--- src/rtl/pipeline_hazard_ctrl_if.sv ---
// Signal bundle between the pipeline datapath and the hazard controller.
// The datapath side is the master. The controller side is the slave.
interface pipeline_hazard_ctrl_if;
  logic [4:0]  id_rs_addr;
  logic [4:0]  id_rt_addr;
  logic        id_uses_rt;
  logic [4:0]  ex_rs_addr;
  logic [4:0]  ex_rt_addr;
  logic [4:0]  ex_write_reg_addr;
  logic        ex_reg_write;
  logic        ex_mem_read;
  logic [4:0]  mem_write_reg_addr;
  logic        mem_reg_write;
  logic [4:0]  wb_write_reg_addr;
  logic        wb_reg_write;
  logic        mem_branch_taken;
  logic        halt_req;
  logic        halt_ack;
  logic        pc_write_en;
  logic        if_id_write_en;
  logic        id_ex_bubble;
  logic        if_id_flush;
  logic        id_ex_flush;
  logic        ex_mem_flush;
  logic [1:0]  fwd_a_sel;
  logic [1:0]  fwd_b_sel;
  logic [15:0] stall_count;
  logic [15:0] flush_count;

  modport master (
    output id_rs_addr, id_rt_addr, id_uses_rt, ex_rs_addr, ex_rt_addr,
           ex_write_reg_addr, ex_reg_write, ex_mem_read,
           mem_write_reg_addr, mem_reg_write, wb_write_reg_addr, wb_reg_write,
           mem_branch_taken, halt_req,
    input  halt_ack, pc_write_en, if_id_write_en, id_ex_bubble,
           if_id_flush, id_ex_flush, ex_mem_flush, fwd_a_sel, fwd_b_sel,
           stall_count, flush_count
  );

  modport slave (
    input  id_rs_addr, id_rt_addr, id_uses_rt, ex_rs_addr, ex_rt_addr,
           ex_write_reg_addr, ex_reg_write, ex_mem_read,
           mem_write_reg_addr, mem_reg_write, wb_write_reg_addr, wb_reg_write,
           mem_branch_taken, halt_req,
    output halt_ack, pc_write_en, if_id_write_en, id_ex_bubble,
           if_id_flush, id_ex_flush, ex_mem_flush, fwd_a_sel, fwd_b_sel,
           stall_count, flush_count
  );
endinterface

--- src/rtl/pipeline_hazard_ctrl.sv ---
// Five-stage pipeline hazard controller. It handles load-use stalls, branch flushes, EX operand forwarding,
// and a debug halt that first drains the pipeline and then freezes it.
module pipeline_hazard_ctrl (
  input logic clk,
  input logic rst,
  pipeline_hazard_ctrl_if.slave bus
);

  typedef enum logic [1:0] {
    S_RUN    = 2'd0,
    S_FLUSH  = 2'd1,
    S_DRAIN  = 2'd2,
    S_HALTED = 2'd3
  } state_t;

  state_t      r_state, w_state_nxt;
  logic [2:0]  r_drain_cnt, w_drain_cnt_nxt;
  logic [15:0] r_stall_count, r_flush_count;
  logic        w_load_use, w_stall_evt;
  logic        w_pc_we, w_if_id_we, w_bubble, w_flush, w_halt_ack;
  logic [1:0]  w_fwd_a, w_fwd_b;

  // MEM forwarding wins over WB because MEM holds the younger result.
  function automatic logic [1:0] fwd_sel(
    input logic [4:0] src,
    input logic       mem_we, input logic [4:0] mem_rd,
    input logic       wb_we,  input logic [4:0] wb_rd
  );
    if (mem_we && (mem_rd != 5'd0) && (mem_rd == src)) begin
      return 2'd1;
    end else if (wb_we && (wb_rd != 5'd0) && (wb_rd == src)) begin
      return 2'd2;
    end else begin
      return 2'd0;
    end
  endfunction

  assign w_load_use = bus.ex_mem_read && bus.ex_reg_write && (bus.ex_write_reg_addr != 5'd0) &&
                      ((bus.ex_write_reg_addr == bus.id_rs_addr) ||
                       (bus.id_uses_rt && (bus.ex_write_reg_addr == bus.id_rt_addr)));

  // Next-state and control outputs
  always_comb begin
    w_state_nxt     = r_state;
    w_drain_cnt_nxt = r_drain_cnt;
    w_pc_we         = 1'b1;
    w_if_id_we      = 1'b1;
    w_bubble        = 1'b0;
    w_flush         = 1'b0;
    w_halt_ack      = 1'b0;
    w_stall_evt     = 1'b0;
    w_fwd_a         = 2'd0;
    w_fwd_b         = 2'd0;
    if (rst) begin
      w_state_nxt     = S_RUN;
      w_drain_cnt_nxt = 3'd0;
    end else begin
      w_fwd_a = fwd_sel(bus.ex_rs_addr, bus.mem_reg_write, bus.mem_write_reg_addr,
                        bus.wb_reg_write, bus.wb_write_reg_addr);
      w_fwd_b = fwd_sel(bus.ex_rt_addr, bus.mem_reg_write, bus.mem_write_reg_addr,
                        bus.wb_reg_write, bus.wb_write_reg_addr);
      case (r_state)
        S_RUN: begin
          if (bus.mem_branch_taken) begin
            w_flush     = 1'b1;
            w_state_nxt = S_FLUSH;
          end else if (w_load_use) begin
            w_pc_we     = 1'b0;
            w_if_id_we  = 1'b0;
            w_bubble    = 1'b1;
            w_stall_evt = 1'b1;
          end else if (bus.halt_req) begin
            w_state_nxt     = S_DRAIN;
            w_drain_cnt_nxt = 3'd4;
          end else begin
            w_state_nxt = S_RUN;
          end
        end
        // The ID instruction is already squashed, so a hazard against it is ignored here.
        S_FLUSH: begin
          w_state_nxt = S_RUN;
        end
        S_DRAIN: begin
          w_pc_we    = 1'b0;
          w_if_id_we = 1'b0;
          w_bubble   = 1'b1;
          if (bus.mem_branch_taken) begin
            w_flush = 1'b1;
            w_pc_we = 1'b1;
            if (bus.halt_req) begin
              w_drain_cnt_nxt = 3'd4;
            end else begin
              w_state_nxt     = S_FLUSH;
              w_drain_cnt_nxt = 3'd0;
            end
          end else if (!bus.halt_req) begin
            w_state_nxt     = S_RUN;
            w_drain_cnt_nxt = 3'd0;
          end else if (r_drain_cnt == 3'd1) begin
            w_state_nxt     = S_HALTED;
            w_drain_cnt_nxt = 3'd0;
          end else begin
            w_drain_cnt_nxt = r_drain_cnt - 3'd1;
          end
        end
        S_HALTED: begin
          w_pc_we    = 1'b0;
          w_if_id_we = 1'b0;
          w_bubble   = 1'b1;
          w_halt_ack = 1'b1;
          if (!bus.halt_req) begin
            w_state_nxt = S_RUN;
          end else begin
            w_state_nxt = S_HALTED;
          end
        end
        default: begin
          w_state_nxt     = S_RUN;
          w_drain_cnt_nxt = 3'd0;
        end
      endcase
    end
  end

  // State, drain counter and saturating event counters
  always_ff @(posedge clk) begin
    if (rst) begin
      r_state       <= S_RUN;
      r_drain_cnt   <= 3'd0;
      r_stall_count <= 16'd0;
      r_flush_count <= 16'd0;
    end else begin
      r_state     <= w_state_nxt;
      r_drain_cnt <= w_drain_cnt_nxt;
      if (w_stall_evt && (r_stall_count != 16'hFFFF)) begin
        r_stall_count <= r_stall_count + 16'd1;
      end
      if (w_flush && (r_flush_count != 16'hFFFF)) begin
        r_flush_count <= r_flush_count + 16'd1;
      end
    end
  end

  assign bus.pc_write_en    = w_pc_we;
  assign bus.if_id_write_en = w_if_id_we;
  assign bus.id_ex_bubble   = w_bubble;
  assign bus.if_id_flush    = w_flush;
  assign bus.id_ex_flush    = w_flush;
  assign bus.ex_mem_flush   = w_flush;
  assign bus.halt_ack       = w_halt_ack;
  assign bus.fwd_a_sel      = w_fwd_a;
  assign bus.fwd_b_sel      = w_fwd_b;
  assign bus.stall_count    = r_stall_count;
  assign bus.flush_count    = r_flush_count;

endmodule

--- src/flat_wrapper.sv ---
// flat-port wrapper written by rule: the top's interface ports become plain ports
module pipeline_hazard_ctrl_flat 
  (clk, rst, bus_id_rs_addr, bus_id_rt_addr, bus_id_uses_rt, bus_ex_rs_addr, bus_ex_rt_addr, bus_ex_write_reg_addr, bus_ex_reg_write, bus_ex_mem_read, bus_mem_write_reg_addr, bus_mem_reg_write, bus_wb_write_reg_addr, bus_wb_reg_write, bus_mem_branch_taken, bus_halt_req, bus_halt_ack, bus_pc_write_en, bus_if_id_write_en, bus_id_ex_bubble, bus_if_id_flush, bus_id_ex_flush, bus_ex_mem_flush, bus_fwd_a_sel, bus_fwd_b_sel, bus_stall_count, bus_flush_count);
  pipeline_hazard_ctrl_if bus_i ();
  input logic clk;
  input logic rst;
  input wire logic [$bits(bus_i.id_rs_addr)-1:0] bus_id_rs_addr;
  input wire logic [$bits(bus_i.id_rt_addr)-1:0] bus_id_rt_addr;
  input wire logic [$bits(bus_i.id_uses_rt)-1:0] bus_id_uses_rt;
  input wire logic [$bits(bus_i.ex_rs_addr)-1:0] bus_ex_rs_addr;
  input wire logic [$bits(bus_i.ex_rt_addr)-1:0] bus_ex_rt_addr;
  input wire logic [$bits(bus_i.ex_write_reg_addr)-1:0] bus_ex_write_reg_addr;
  input wire logic [$bits(bus_i.ex_reg_write)-1:0] bus_ex_reg_write;
  input wire logic [$bits(bus_i.ex_mem_read)-1:0] bus_ex_mem_read;
  input wire logic [$bits(bus_i.mem_write_reg_addr)-1:0] bus_mem_write_reg_addr;
  input wire logic [$bits(bus_i.mem_reg_write)-1:0] bus_mem_reg_write;
  input wire logic [$bits(bus_i.wb_write_reg_addr)-1:0] bus_wb_write_reg_addr;
  input wire logic [$bits(bus_i.wb_reg_write)-1:0] bus_wb_reg_write;
  input wire logic [$bits(bus_i.mem_branch_taken)-1:0] bus_mem_branch_taken;
  input wire logic [$bits(bus_i.halt_req)-1:0] bus_halt_req;
  output wire logic [$bits(bus_i.halt_ack)-1:0] bus_halt_ack;
  output wire logic [$bits(bus_i.pc_write_en)-1:0] bus_pc_write_en;
  output wire logic [$bits(bus_i.if_id_write_en)-1:0] bus_if_id_write_en;
  output wire logic [$bits(bus_i.id_ex_bubble)-1:0] bus_id_ex_bubble;
  output wire logic [$bits(bus_i.if_id_flush)-1:0] bus_if_id_flush;
  output wire logic [$bits(bus_i.id_ex_flush)-1:0] bus_id_ex_flush;
  output wire logic [$bits(bus_i.ex_mem_flush)-1:0] bus_ex_mem_flush;
  output wire logic [$bits(bus_i.fwd_a_sel)-1:0] bus_fwd_a_sel;
  output wire logic [$bits(bus_i.fwd_b_sel)-1:0] bus_fwd_b_sel;
  output wire logic [$bits(bus_i.stall_count)-1:0] bus_stall_count;
  output wire logic [$bits(bus_i.flush_count)-1:0] bus_flush_count;
  assign bus_i.id_rs_addr = bus_id_rs_addr;
  assign bus_i.id_rt_addr = bus_id_rt_addr;
  assign bus_i.id_uses_rt = bus_id_uses_rt;
  assign bus_i.ex_rs_addr = bus_ex_rs_addr;
  assign bus_i.ex_rt_addr = bus_ex_rt_addr;
  assign bus_i.ex_write_reg_addr = bus_ex_write_reg_addr;
  assign bus_i.ex_reg_write = bus_ex_reg_write;
  assign bus_i.ex_mem_read = bus_ex_mem_read;
  assign bus_i.mem_write_reg_addr = bus_mem_write_reg_addr;
  assign bus_i.mem_reg_write = bus_mem_reg_write;
  assign bus_i.wb_write_reg_addr = bus_wb_write_reg_addr;
  assign bus_i.wb_reg_write = bus_wb_reg_write;
  assign bus_i.mem_branch_taken = bus_mem_branch_taken;
  assign bus_i.halt_req = bus_halt_req;
  assign bus_halt_ack = bus_i.halt_ack;
  assign bus_pc_write_en = bus_i.pc_write_en;
  assign bus_if_id_write_en = bus_i.if_id_write_en;
  assign bus_id_ex_bubble = bus_i.id_ex_bubble;
  assign bus_if_id_flush = bus_i.if_id_flush;
  assign bus_id_ex_flush = bus_i.id_ex_flush;
  assign bus_ex_mem_flush = bus_i.ex_mem_flush;
  assign bus_fwd_a_sel = bus_i.fwd_a_sel;
  assign bus_fwd_b_sel = bus_i.fwd_b_sel;
  assign bus_stall_count = bus_i.stall_count;
  assign bus_flush_count = bus_i.flush_count;
  pipeline_hazard_ctrl u_core (.clk(clk), .rst(rst), .bus(bus_i));
endmodule
--- config.mk ---
export PLATFORM = sky130hd
export DESIGN_NAME = pipeline_hazard_ctrl_flat
export DESIGN_NICKNAME = d
export VERILOG_FILES = /design/src/rtl/pipeline_hazard_ctrl_if.sv /design/src/rtl/pipeline_hazard_ctrl.sv /design/src/flat_wrapper.sv
export SDC_FILE = /design/constraint.sdc
export NUM_CORES = 1
export LEC_CHECK = 0
export BUFFER_PORTS_ARGS = -buffer_cell sky130_fd_sc_hd__buf_4
export CORE_MARGIN = 2
export CORE_UTILIZATION = 30
export CTS_BUF_LIST = sky130_fd_sc_hd__clkbuf_16
export DETAILED_ROUTE_END_ITERATION = 8
export HOLD_SLACK_MARGIN = 0.06
export PLACE_DENSITY_LB_ADDON = 0.1
export SYNTH_ARGS = -nofsm -noshare
export SYNTH_HDL_FRONTEND = slang
export SYNTH_SLANG_ARGS = --single-unit
export TNS_END_PERCENT = 30
--- constraint.sdc ---
create_clock -name clk -period 5.5 [get_ports clk]
set_input_delay 0.825 -clock clk [delete_from_list [all_inputs] [get_ports clk]]
set_output_delay 0.825 -clock clk [all_outputs]
set_load 0.01 [all_outputs]
==> flow_summary.yaml <==
synth:
  syn_nets: 342
  yosysSeqAreaShare_pct: 31.5
  ys_ff_latch: 37
  synth.cell_area_um2: 2350
  synth_edf_count: 0
  syn_area_per_cell_um2: 8.01
  async_reset_ff_share_pct: 0
  syn_inst: 294
  synthFlopType: "dfxtp_1"
  netlist-cell-type-count: 45
  yosys_warnings: 0
clock_tree:
  cts_hold_buf: 0
  clock_sinks: 37
  cts_max_path_buffers: 2
  root_buffer: "clkbuf_16"
  postCtsSetupRepairBufs: 0
  worstSkewPairLatency_ns: 0.27
  numCtsBuffers: 5
  cts-htree-levels: 2
  cts_tree: "yes"
  clk_pin_slew_ns: 0.06
  cts_resized: 0
min_path:
  min_to: "u_core.bus.stall_count[15]"
  min_from: "u_core.bus.stall_count[15]"
  hold_path_class: "reg2reg"
  min_delay_path_depth: 2
power:
  p_leak_nw: 1.26
  p_sw_share_pct: 24.1
  comb_power_share_pct: 14.1
  power.density_nw_per_um2: 198
  power_w: 0.000635
  p_int_w: 0.000482
  pwr-share-clk_pct: 42.5
  seqPwrFrac_pct: 43.4
  ir_drop_v: 0.000108
  p_switching_w: 0.000153
global_routing:
  grt_overflow_total: 0
  grt_pass1_vias: 2236
  grt_max_degree: 52
  antenna_found_initial: 0
  track_usage_pct: 14.4
  grt_pass1_wl_um: 10100
sta:
  layout_setup_ws_ns: 2.18
  slew_headroom_pct: 59.7
  setup_viol: 0
  fin_worst_skew_ns: 0.00380
  hold_viol: 0
  drv_slew: 0
  fmax_mhz: 301
  finalCritPeriodShare_pct: 60.3
  rsz0062_at_grt: "no"
  fin_tns_setup_ns: 0
  worst_pin_slew_ns: 0.601
  fin_crit_ns: 3.32
setup_path:
  crit_chain: "buf_4 > xnor2_1 > nand3_1 > o22ai_2 > nor2b_1 > a21oi_1 > or2_2 > buf_4"
  cp-end-kind: "primary output"
  critPathArrivalTime_ns: 2.49
  rr_worst_depth: 7
  crit_path_frequent_cell: "buf_4"
  cp_slowest_stage_delay_ns: 0.37
  cp_max_fo: 8
  reg2reg_from: "u_core.bus.stall_count[0]"
  cp.buffers_inverters: 2
  cp-start-kind: "input pin"
  worst-setup-path-type: "in2out"
  crit_path_top_delay_cell: "o22ai_2"
  timing.rr.end: "u_core.bus.stall_count[15]"
  r2r_setup_slack_ns: 3.11
  cpLargestDelayFamily: "simple AND/OR/NAND/NOR gates"
  required_ns: 4.68
floorplanning:
  coreArea_um2: 7650
  num_rows: 32
  start_util_pct: 30.8
  dieArea_um2: 8570
  die_w_um: 92.6
  ioPinCount: 87
  die_h_um: 92.6
cells_and_area:
  final_nets: 424
  antenna_cells: 0
  area_delta_synth_final_pct: 36.5
  final_cell_mix: "86 x buf_4, 40 x nor2_1, 37 x dfxtp_1"
  drive_above_1_share_pct: 28.4
  final_area_um2: 3210
  final_common_cell: "buf_4"
  fill_cells: 816
placement:
  portBuffers: 86
  dp_slack_ns: 2.18
  placed_cell_area_um2: 3070
  place_congestion: 0.766
  hpwl_um: 4580
routing:
  wl_per_cell_um: 12.5
  post_drt_via_cell_ratio: 4.82
  drt_iter0_drc: 63
  first_pass_iters: 6
  wirelength_um: 5970
  via_count: 2310
  ant_nets: 0
  drcViolationCount: 0
job:
  maxCapViolations: 0
run_status:
  status: "completed"
[registers in the layout (all words and copies together), names as in the netlist]
register / cells
u_core.bus.stall_count: 16
u_core.r_state: 2
u_core.bus.flush_count: 16
u_core.r_drain_cnt: 3
[synth_stat cells (all sizes together), types with 6 or more instances]
| master | n | area [um2] |
|---|---|---|
| nor3 | 8 | 45.0 |
| o21ai | 11 | 55.1 |
| xor2 | 20 | 175 |
| dfxtp | 37 | 741 |
| and3 | 6 | 40.0 |
| buf | 6 | 35.0 |
| nor2 | 40 | 150 |
| nand4 | 11 | 75.1 |
| a21oi | 11 | 55.1 |
| or4 | 9 | 67.6 |
| nand2 | 24 | 90.1 |
| nand3 | 14 | 70.1 |
| nor4 | 7 | 43.8 |
| xnor2 | 29 | 254 |
| inv | 11 | 41.3 |
[stage by stage]
stage          instances  hold WS [ns]  util, %
2_1_floorplan        294         0.487        -
3_3_place_gp         471         0.491     40.2
3_5_place_dp         471         0.496     40.2
4_1_cts              479         0.503     42.0
5_1_grt              479         0.531     42.0
6_report             479         0.496     42.0
[area by class of cell]
class / instances / area [um2] / share of cell area [%]
Multi-Input combinational cell: 235 / 1520 / 47.3
Sequential cell: 37 / 741 / 23.1
Timing Repair Buffer: 86 / 646 / 20.1
Tap cell: 102 / 128 / 3.97
Clock buffer: 5 / 125 / 3.89
Inverter: 11 / 41.3 / 1.29
Clock inverter: 3 / 13.8 / 0.428
[layer usage]
layer	wire length, um	share of wire, %	track usage, %
met5	0	0	0
met1	2910	49	19.9
met4	112	1.9	4.98
met2	2650	44	22.3
met3	305	5.1	3.01
[worst reg2reg max path, delay by kind of cell (launching register included)]
kind            cells  cell delay (ns)
simple gates        5             1.59
flops               1             0.35
fa+ha+maj           1             0.24
compound gates      1             0.15
[power groups by stage]
stage | Combinational (W) | Clock [W] | Sequential [W]
after global placement | 0.0000902 | 0 | 0.000281
after floorplan | 0.0000475 | 0 | 0.000279
after detailed placement | 0.0000911 | 0 | 0.000281
after CTS | 0.0000913 | 0.000281 | 0.000275
after global routing | 0.0000995 | 0.000295 | 0.000276
final | 0.0000898 | 0.000270 | 0.000275
[cell families (layout without fill, tap and decap cells)]
family / after synthesis / after routing / share of synthesized area, %
flip-flops: 37 / 37 / 31.5
AO/OA/AOI/OAI: 41 / 41 / 11.7
XOR/XNOR: 49 / 49 / 18.2
buffers and inverters: 22 / 105 / 4.04
AND/OR/NAND/NOR: 138 / 138 / 31.0
adder cells (fa/ha/maj): 4 / 4 / 2.13
multiplexers: 3 / 3 / 1.43
[how the worst max path moves through the flow]
stage | from | cells past startpoint | slack, ns | endpoint
4_1_cts | bus_ex_write_reg_addr[4] | 8 | 2.17 | bus_if_id_write_en
6_report | bus_ex_write_reg_addr[0] | 8 | 2.18 | bus_if_id_write_en
3_3_place_gp | bus_mem_write_reg_addr[0] | 6 | 2.19 | bus_fwd_b_sel[1]
3_5_place_dp | bus_ex_write_reg_addr[4] | 8 | 2.18 | bus_if_id_write_en
2_1_floorplan | bus_mem_write_reg_addr[0] | 4 | 2.49 | bus_fwd_a_sel[1]
5_1_grt | bus_ex_write_reg_addr[4] | 8 | 2.03 | bus_if_id_write_en
No activity file was read; power rests on OpenSTA's default activity.
